===== config.mk =====
export PLATFORM = sky130hd
export DESIGN_NAME = game_timer_flat
export DESIGN_NICKNAME = d
export VERILOG_FILES = /design/src/rtl/game_timer_pkg.sv /design/src/rtl/game_timer_if.sv /design/src/rtl/game_timer_rise_detect.sv /design/src/rtl/game_timer.sv /design/src/flat_wrapper.sv
export SDC_FILE = /design/constraint.sdc
export NUM_CORES = 1
export LEC_CHECK = 0
export CORE_MARGIN = 1.5
export CORE_UTILIZATION = 45
export CTS_CLUSTER_DIAMETER = 60
export DETAILED_ROUTE_END_ITERATION = 6
export DONT_BUFFER_PORTS = 1
export HOLD_SLACK_MARGIN = 0.15
export SYNTH_ARGS = -nofsm -noshare
export SYNTH_HDL_FRONTEND = slang
export SYNTH_HIERARCHICAL = 1
export SYNTH_SLANG_ARGS = --single-unit

===== constraint.sdc =====
create_clock -name clock -period 2.3 [get_ports clock]
set_input_delay 0.115 -clock clock [delete_from_list [all_inputs] [get_ports clock]]
set_output_delay 0.115 -clock clock [all_outputs]
set_load 0.01 [all_outputs]

===== src/rtl/game_timer_pkg.sv =====
`default_nettype none
// ============================================================================
// Module      : game_timer_pkg
// Description : Shared types, constants and BCD helpers for the round timer.
// Revision    : 1.0 - initial release
// ============================================================================
package game_timer_pkg;

    // Largest value a single BCD digit may hold
    localparam int BCD_MAX = 9;
    // Largest round length the two-digit display can show
    localparam int SEC_MAX = 99;

    // Round control states
    typedef enum logic [1:0] {
        IDLE   = 2'd0,
        RUN    = 2'd1,
        PAUSED = 2'd2,
        DONE   = 2'd3
    } state_t;

    // Binary seconds to packed {tens, ones} BCD; used on constants only
    function automatic logic [7:0] to_bcd(input int value);
        logic [3:0] tens;
        logic [3:0] ones;
        tens = 4'(value / 10);
        ones = 4'(value % 10);
        return {tens, ones};
    endfunction

    // One-second BCD decrement; 00 is held rather than wrapped
    function automatic logic [7:0] bcd_dec(input logic [7:0] value);
        if (value[3:0] != 4'd0) begin
            return {value[7:4], value[3:0] - 4'd1};
        end else if (value[7:4] != 4'd0) begin
            return {value[7:4] - 4'd1, 4'(BCD_MAX)};
        end else begin
            return value;
        end
    endfunction

endpackage : game_timer_pkg
`default_nettype wire


===== src/rtl/game_timer_if.sv =====
`default_nettype none
// ============================================================================
// Module      : game_timer_if
// Description : Control inputs and display/status outputs of the round timer.
// Revision    : 1.0 - initial release
// ============================================================================
interface game_timer_if;

    logic       tick_in;
    logic       start;
    logic       pause;
    logic [3:0] secs_tens;
    logic [3:0] secs_ones;
    logic       running;
    logic       paused;
    logic       time_up;
    logic       game_over;

    // Game controller side: drives controls, observes the timer
    modport master (
        output tick_in, start, pause,
        input  secs_tens, secs_ones, running, paused, time_up, game_over
    );

    // Timer side
    modport slave (
        input  tick_in, start, pause,
        output secs_tens, secs_ones, running, paused, time_up, game_over
    );

endinterface : game_timer_if
`default_nettype wire


===== src/rtl/game_timer_rise_detect.sv =====
`default_nettype none
// ============================================================================
// Module      : rise_detect
// Description : Registered rising-edge detector for a same-domain level signal.
//               One-cycle pulse, one cycle after the input is first sampled high.
// Revision    : 1.0 - initial release
// ============================================================================
module rise_detect (
    input  logic clock,
    input  logic reset,
    input  logic in,
    output logic pulse
);

    logic in_q;

    // Remember last sample and flag a 0->1 transition on the next edge
    always_ff @(posedge clock or posedge reset) begin
        if (reset) begin
            in_q  <= 1'b0;
            pulse <= 1'b0;
        end else begin
            in_q  <= in;
            pulse <= in & ~in_q;
        end
    end

endmodule : rise_detect
`default_nettype wire


===== src/rtl/game_timer.sv =====
`default_nettype none
// ============================================================================
// Module      : game_timer
// Description : Whack-a-Mole round countdown. Counts START_SECONDS down to 00
//               in BCD on rising edges of the 1 Hz divider output, with pause,
//               a one-cycle time_up pulse and a game_over level.
// Revision    : 1.0 - initial release
// ============================================================================
module game_timer
    import game_timer_pkg::*;
#(
    parameter int START_SECONDS = 60
) (
    input  logic        clock,
    input  logic        reset,
    game_timer_if.slave bus
);

    localparam logic [7:0] START_BCD = to_bcd(START_SECONDS);

    // Two digits cannot show zero-length or three-digit rounds
    generate
        if (START_SECONDS < 1 || START_SECONDS > SEC_MAX) begin : g_bad_start_seconds
            $fatal(1, "game_timer: START_SECONDS must be in 1..99");
        end
    endgenerate

    logic       sec_tick;
    state_t     state;
    state_t     state_next;
    logic [3:0] tens;
    logic [3:0] ones;
    logic [3:0] tens_next;
    logic [3:0] ones_next;
    logic       time_up_next;
    logic       running_q;
    logic       paused_q;
    logic       time_up_q;
    logic       game_over_q;

    rise_detect u_tick_detect (
        .clock (clock),
        .reset (reset),
        .in    (bus.tick_in),
        .pulse (sec_tick)
    );

    // State, digit and flag registers; flags are decoded from the next state
    // so every output comes straight from a flop
    always_ff @(posedge clock or posedge reset) begin
        if (reset) begin
            state       <= IDLE;
            tens        <= START_BCD[7:4];
            ones        <= START_BCD[3:0];
            running_q   <= 1'b0;
            paused_q    <= 1'b0;
            time_up_q   <= 1'b0;
            game_over_q <= 1'b0;
        end else begin
            state       <= state_next;
            tens        <= tens_next;
            ones        <= ones_next;
            running_q   <= (state_next == RUN);
            paused_q    <= (state_next == PAUSED);
            time_up_q   <= time_up_next;
            game_over_q <= (state_next == DONE);
        end
    end

    // Next state: pause takes priority over a tick; start only acts when idle or done
    always_comb begin
        state_next = state;
        case (state)
            IDLE, DONE: begin
                if (bus.start) begin
                    state_next = RUN;
                end
            end
            RUN: begin
                if (bus.pause) begin
                    state_next = PAUSED;
                end else if (sec_tick && tens == 4'd0 && ones == 4'd1) begin
                    state_next = DONE;
                end
            end
            PAUSED: begin
                if (!bus.pause) begin
                    state_next = RUN;
                end
            end
            default: state_next = IDLE;
        endcase
    end

    // Next digits and expiry pulse; a start swallows any coincident tick
    always_comb begin
        tens_next    = tens;
        ones_next    = ones;
        time_up_next = 1'b0;
        case (state)
            IDLE, DONE: begin
                if (bus.start) begin
                    tens_next = START_BCD[7:4];
                    ones_next = START_BCD[3:0];
                end
            end
            RUN: begin
                if (!bus.pause && sec_tick) begin
                    {tens_next, ones_next} = bcd_dec({tens, ones});
                    time_up_next           = (tens == 4'd0 && ones == 4'd1);
                end
            end
            default: begin
                tens_next = tens;
                ones_next = ones;
            end
        endcase
    end

    assign bus.secs_tens = tens;
    assign bus.secs_ones = ones;
    assign bus.running   = running_q;
    assign bus.paused    = paused_q;
    assign bus.time_up   = time_up_q;
    assign bus.game_over = game_over_q;

endmodule : game_timer
`default_nettype wire

===== src/flat_wrapper.sv =====
// flat-port wrapper written by rule: the top's interface ports become plain ports
module game_timer_flat import game_timer_pkg::*;
#(
    parameter int START_SECONDS = 60
)
  (clock, reset, bus_tick_in, bus_start, bus_pause, bus_secs_tens, bus_secs_ones, bus_running, bus_paused, bus_time_up, bus_game_over);
  game_timer_if bus_i ();
  input  logic clock;
  input  logic reset;
  input wire logic [$bits(bus_i.tick_in)-1:0] bus_tick_in;
  input wire logic [$bits(bus_i.start)-1:0] bus_start;
  input wire logic [$bits(bus_i.pause)-1:0] bus_pause;
  output wire logic [$bits(bus_i.secs_tens)-1:0] bus_secs_tens;
  output wire logic [$bits(bus_i.secs_ones)-1:0] bus_secs_ones;
  output wire logic [$bits(bus_i.running)-1:0] bus_running;
  output wire logic [$bits(bus_i.paused)-1:0] bus_paused;
  output wire logic [$bits(bus_i.time_up)-1:0] bus_time_up;
  output wire logic [$bits(bus_i.game_over)-1:0] bus_game_over;
  assign bus_i.tick_in = bus_tick_in;
  assign bus_i.start = bus_start;
  assign bus_i.pause = bus_pause;
  assign bus_secs_tens = bus_i.secs_tens;
  assign bus_secs_ones = bus_i.secs_ones;
  assign bus_running = bus_i.running;
  assign bus_paused = bus_i.paused;
  assign bus_time_up = bus_i.time_up;
  assign bus_game_over = bus_i.game_over;
  game_timer #(.START_SECONDS(START_SECONDS)) u_core (.clock(clock), .reset(reset), .bus(bus_i));
endmodule

==> qor.csv <==
stage,metric,value,unit
floorplanning,core area,2000,um2
routing,DR WL met2,812,um
logic_synthesis,Seq cells post-synth,16,
setup_path,worst-path fanout max,6,
clocking,clock slew at reported path FFs,0.10,ns
global_route,GRT Overall Usage,0.159,
routing,WL/cell,14.5,um
routing,DRT Pass-1 Iters,4,
routing,WL met1,920,um
routing,Vias,673,
setup_path,Setup Crit Path Kind,reg -> reg,
placed_design,I/O Buffers,0,
floorplanning,row count,16,
routing,met3 WL,77,um
routing,Vias per Instance,5.38,
floorplanning,Initial Utilization,0.486,
timing,Worst Skew,0.00323,ns
global_route,largest net degree at the start of global routing,15,
logic_synthesis,mean post-synth cell area,10.6,um2
power,Net Switching,0.660,mW
logic_synthesis,Synth Area in Compound Gates,0.163,
setup_path,maximum single-stage delay on the critical path,0.49,ns
global_route,global route overflow,0,
finish,ratio of cells with drive above 1 in the final layout,0.184,
finish,Util after Layout,0.533,
clocking,H-Tree Depth,1,
clocking,cts bufs inserted,3,
logic_synthesis,register area share after synthesis,0.414,
power,Pint,0.820,mW
setup_path,Worst setup SP type,register,
timing,RSZ-0062 raised after global routing,false,
clocking,TritonCTS clock tree,yes,
timing,period utilization,0.823,
clocking,Clock Tree Root,clkbuf_4,
setup_path,Worst path slowest cell,or3b_1,
logic_synthesis,xor and xnor area share after synthesis,0,
routing,Antenna Violating Nets Remaining,0,
logic_synthesis,Post-synth EDFFs,0,
logic_synthesis,largest family of logic cells by synthesized area,simple AND/OR/NAND/NOR gates,
min_path,hold crit path type,in -> reg,
timing,Fmax,0.528,GHz
floorplanning,Die H,49.5,um
clocking,post-CTS setup buffer count,0,
setup_path,CP arrival,2.06,ns
logic_synthesis,mux contribution to synthesized area,0.0103,
finish,filler cell count,182,
logic_synthesis,Main synth FF type,dfrtp_1,
logic_synthesis,Cell variety after synth,41,
clocking,Clock Latency Late Sink,0.28,ns
power,VDD IR max,0.602,mV
placed_design,dpl hpwl,1260,um
finish,Inserted Diodes,0,
global_route,first-pass GRT wire length,3030,um
timing,Final Max Tran Viols,0,
flow_run,Max Cap Violations,0,
clocking,Post-CTS Hold Buffers,4,
power,leakage power,0.475,nW
power,clock group share of total power,0.126,
global_route,vias in the first global route,660,
logic_synthesis,Mapped Area,972,um2
setup_path,CP bufs+invs,1,
timing,worst slew pin tran,0.558,ns
logic_synthesis,adder-cell share of the synthesized area,0.0901,
finish,Area Growth Syn to Fin,9.65,%
logic_synthesis,Yosys Warn Count,6,
logic_synthesis,Syn Nets,104,
logic_synthesis,Post-Synthesis Cells,92,
timing,total negative setup slack,0,ns
power,sequential power share,0.376,
global_route,initial antenna violation count,0,
clocking,clock sink count,16,
power,pwr dens,1390,nW/um2
clocking,CTS resizes,0,
setup_path,required time of the critical path,2.47,ns
setup_path,Critical Path Sink Type,register,
clocking,deepest clock path buffer count,2,
floorplanning,die extent in x,49.5,um
timing,post-route minimum period,1.89,ns
logic_synthesis,simple-gate area share of the yosys netlist,0.266,
logic_synthesis,post-synthesis async set-or-reset flop share,1.00,
setup_path,worst path cell trace,inv_1 > ha_1 > or3b_1 > nor3_2 > a2bb2oi_2 > o21ai_1,
timing,count of final setup violators,0,
timing,final hold violations,0,
routing,drt first-iter violations,4,
floorplanning,# IOs,17,
routing,drt drc,0,
routing,drt total wl,1810,um
power,combinational power share,0.498,
timing,Slew headroom,0.627,
floorplanning,die area,2450,um2
finish,"Net count, final",111,
outcome,status,"complete, no violations",
routing,Top Metal Used,met3,
placed_design,Final GP Congestion,0.806,
setup_path,"Largest delay share family, worst path",simple AND/OR/NAND/NOR gates,
power,sw frac,0.446,
[worst reg2reg max path, cell delays in order, from the launching register on]
cell and delay (ns):
dfrtp_1 0.48, inv_1 0.15, ha_1 0.16, or3b_1 0.49
nor3_2 0.28, a2bb2oi_2 0.15, o21ai_1 0.07
[synthesized netlist by cell type (2+ instances only)]
library cell | number | area, um2
dfrtp_1 | 14 | 350
o21ai_0 | 8 | 40.0
nor3b_4 | 2 | 37.5
nor2b_1 | 5 | 31.3
nand2b_1 | 3 | 18.8
inv_1 | 10 | 37.5
a21oi_1 | 4 | 20.0
dfstp_2 | 2 | 52.6
ha_1 | 7 | 87.6
nand2_1 | 5 | 18.8
nand3_1 | 2 | 10.0
[cell families after synthesis]
family                     after synthesis
adders and majority gates                7
buffers and inverters                   12
DFF                                     16
muxes                                    1
AOI/OAI and AO/OA                       23
and+or+nand+nor                         33
[registers in the layout, summed over array words and instances, names as in the netlist]
| register | count |
|---|---|
| u_core/bus.secs_ones | 4 |
| u_core/bus.time_up | 1 |
| u_core/bus.game_over | 1 |
| u_core/u_tick_detect/pulse | 1 |
| u_core/state | 2 |
| u_core/bus.paused | 1 |
| u_core/bus.secs_tens | 4 |
| u_core/u_tick_detect/in_q | 1 |
| u_core/bus.running | 1 |
[per-stage QoR]
step	area, um2	setup slack, ns	hold slack [ns]	power, mW	std cells
3_3_place_gp	990	0.460	-0.141	1.27	117
4_1_cts	1070	0.409	0.201	1.48	125
3_5_place_dp	990	0.426	-0.139	1.29	117
5_1_grt	1070	0.222	0.221	1.59	125
2_1_floorplan	972	0.585	-0.144	1.17	92
6_report	1070	0.407	0.215	1.48	125
[layer usage]
layer,GRT usage,up-vias
met5,0,-
met4,0.0556,0
met3,0.0333,0
met2,0.241,14
met1,0.226,328
li1,-,331
[layout make-up]
type,count,area [um2],area share
multi-input cells,64,515,0.484
inverters,10,37.5,0.0352
well taps,27,33.8,0.0317
repair buffers,4,40.0,0.0376
flip-flops and latches,16,403,0.378
clock buffers,4,36.3,0.0340
[worst paths after layout]
kind	slack (ns)	endpoint	cells after the start	start
setup / recovery	0.41	u_core/bus.secs_tens[3]	6	u_core/bus.secs_ones[0]
hold / removal	0.21	u_core/state[0]	3	bus_pause
setup reg to reg	0.41	u_core/bus.secs_tens[3]	6	u_core/bus.secs_ones[0]
hold reg to reg	0.46	u_core/u_tick_detect/pulse	1	u_core/u_tick_detect/in_q
max in group asynchronous	1.52	u_core/u_tick_detect/in_q	3	reset
min in group asynchronous	0.33	u_core/bus.secs_ones[0]	2	reset
[power groups by stage]
stage | clock, mW | sequential, mW | combinational [mW]
after detailed placement | 0 | 0.564 | 0.721
final | 0.187 | 0.557 | 0.737
after floorplan | 0 | 0.531 | 0.639
after global placement | 0 | 0.560 | 0.708
after global routing | 0.205 | 0.576 | 0.812
after CTS | 0.195 | 0.559 | 0.732
[placed cells by master, fill, tap and decap left out, drive strengths merged, types with 2 or more instances in the layout]
master,Yosys,layout
ha,7,7
nand2,5,5
a21oi,5,5
nor2,2,2
nand3,3,3
nand2b,3,3
dfstp,2,2
dfrtp,14,14
nor2b,6,6
and2b,2,2
nor3,2,2
inv,10,10
nor3b,3,3
clkbuf,0,4
dlygate4sd3,0,4
o21ai,9,9
No activity file was read; power rests on OpenSTA's default activity.
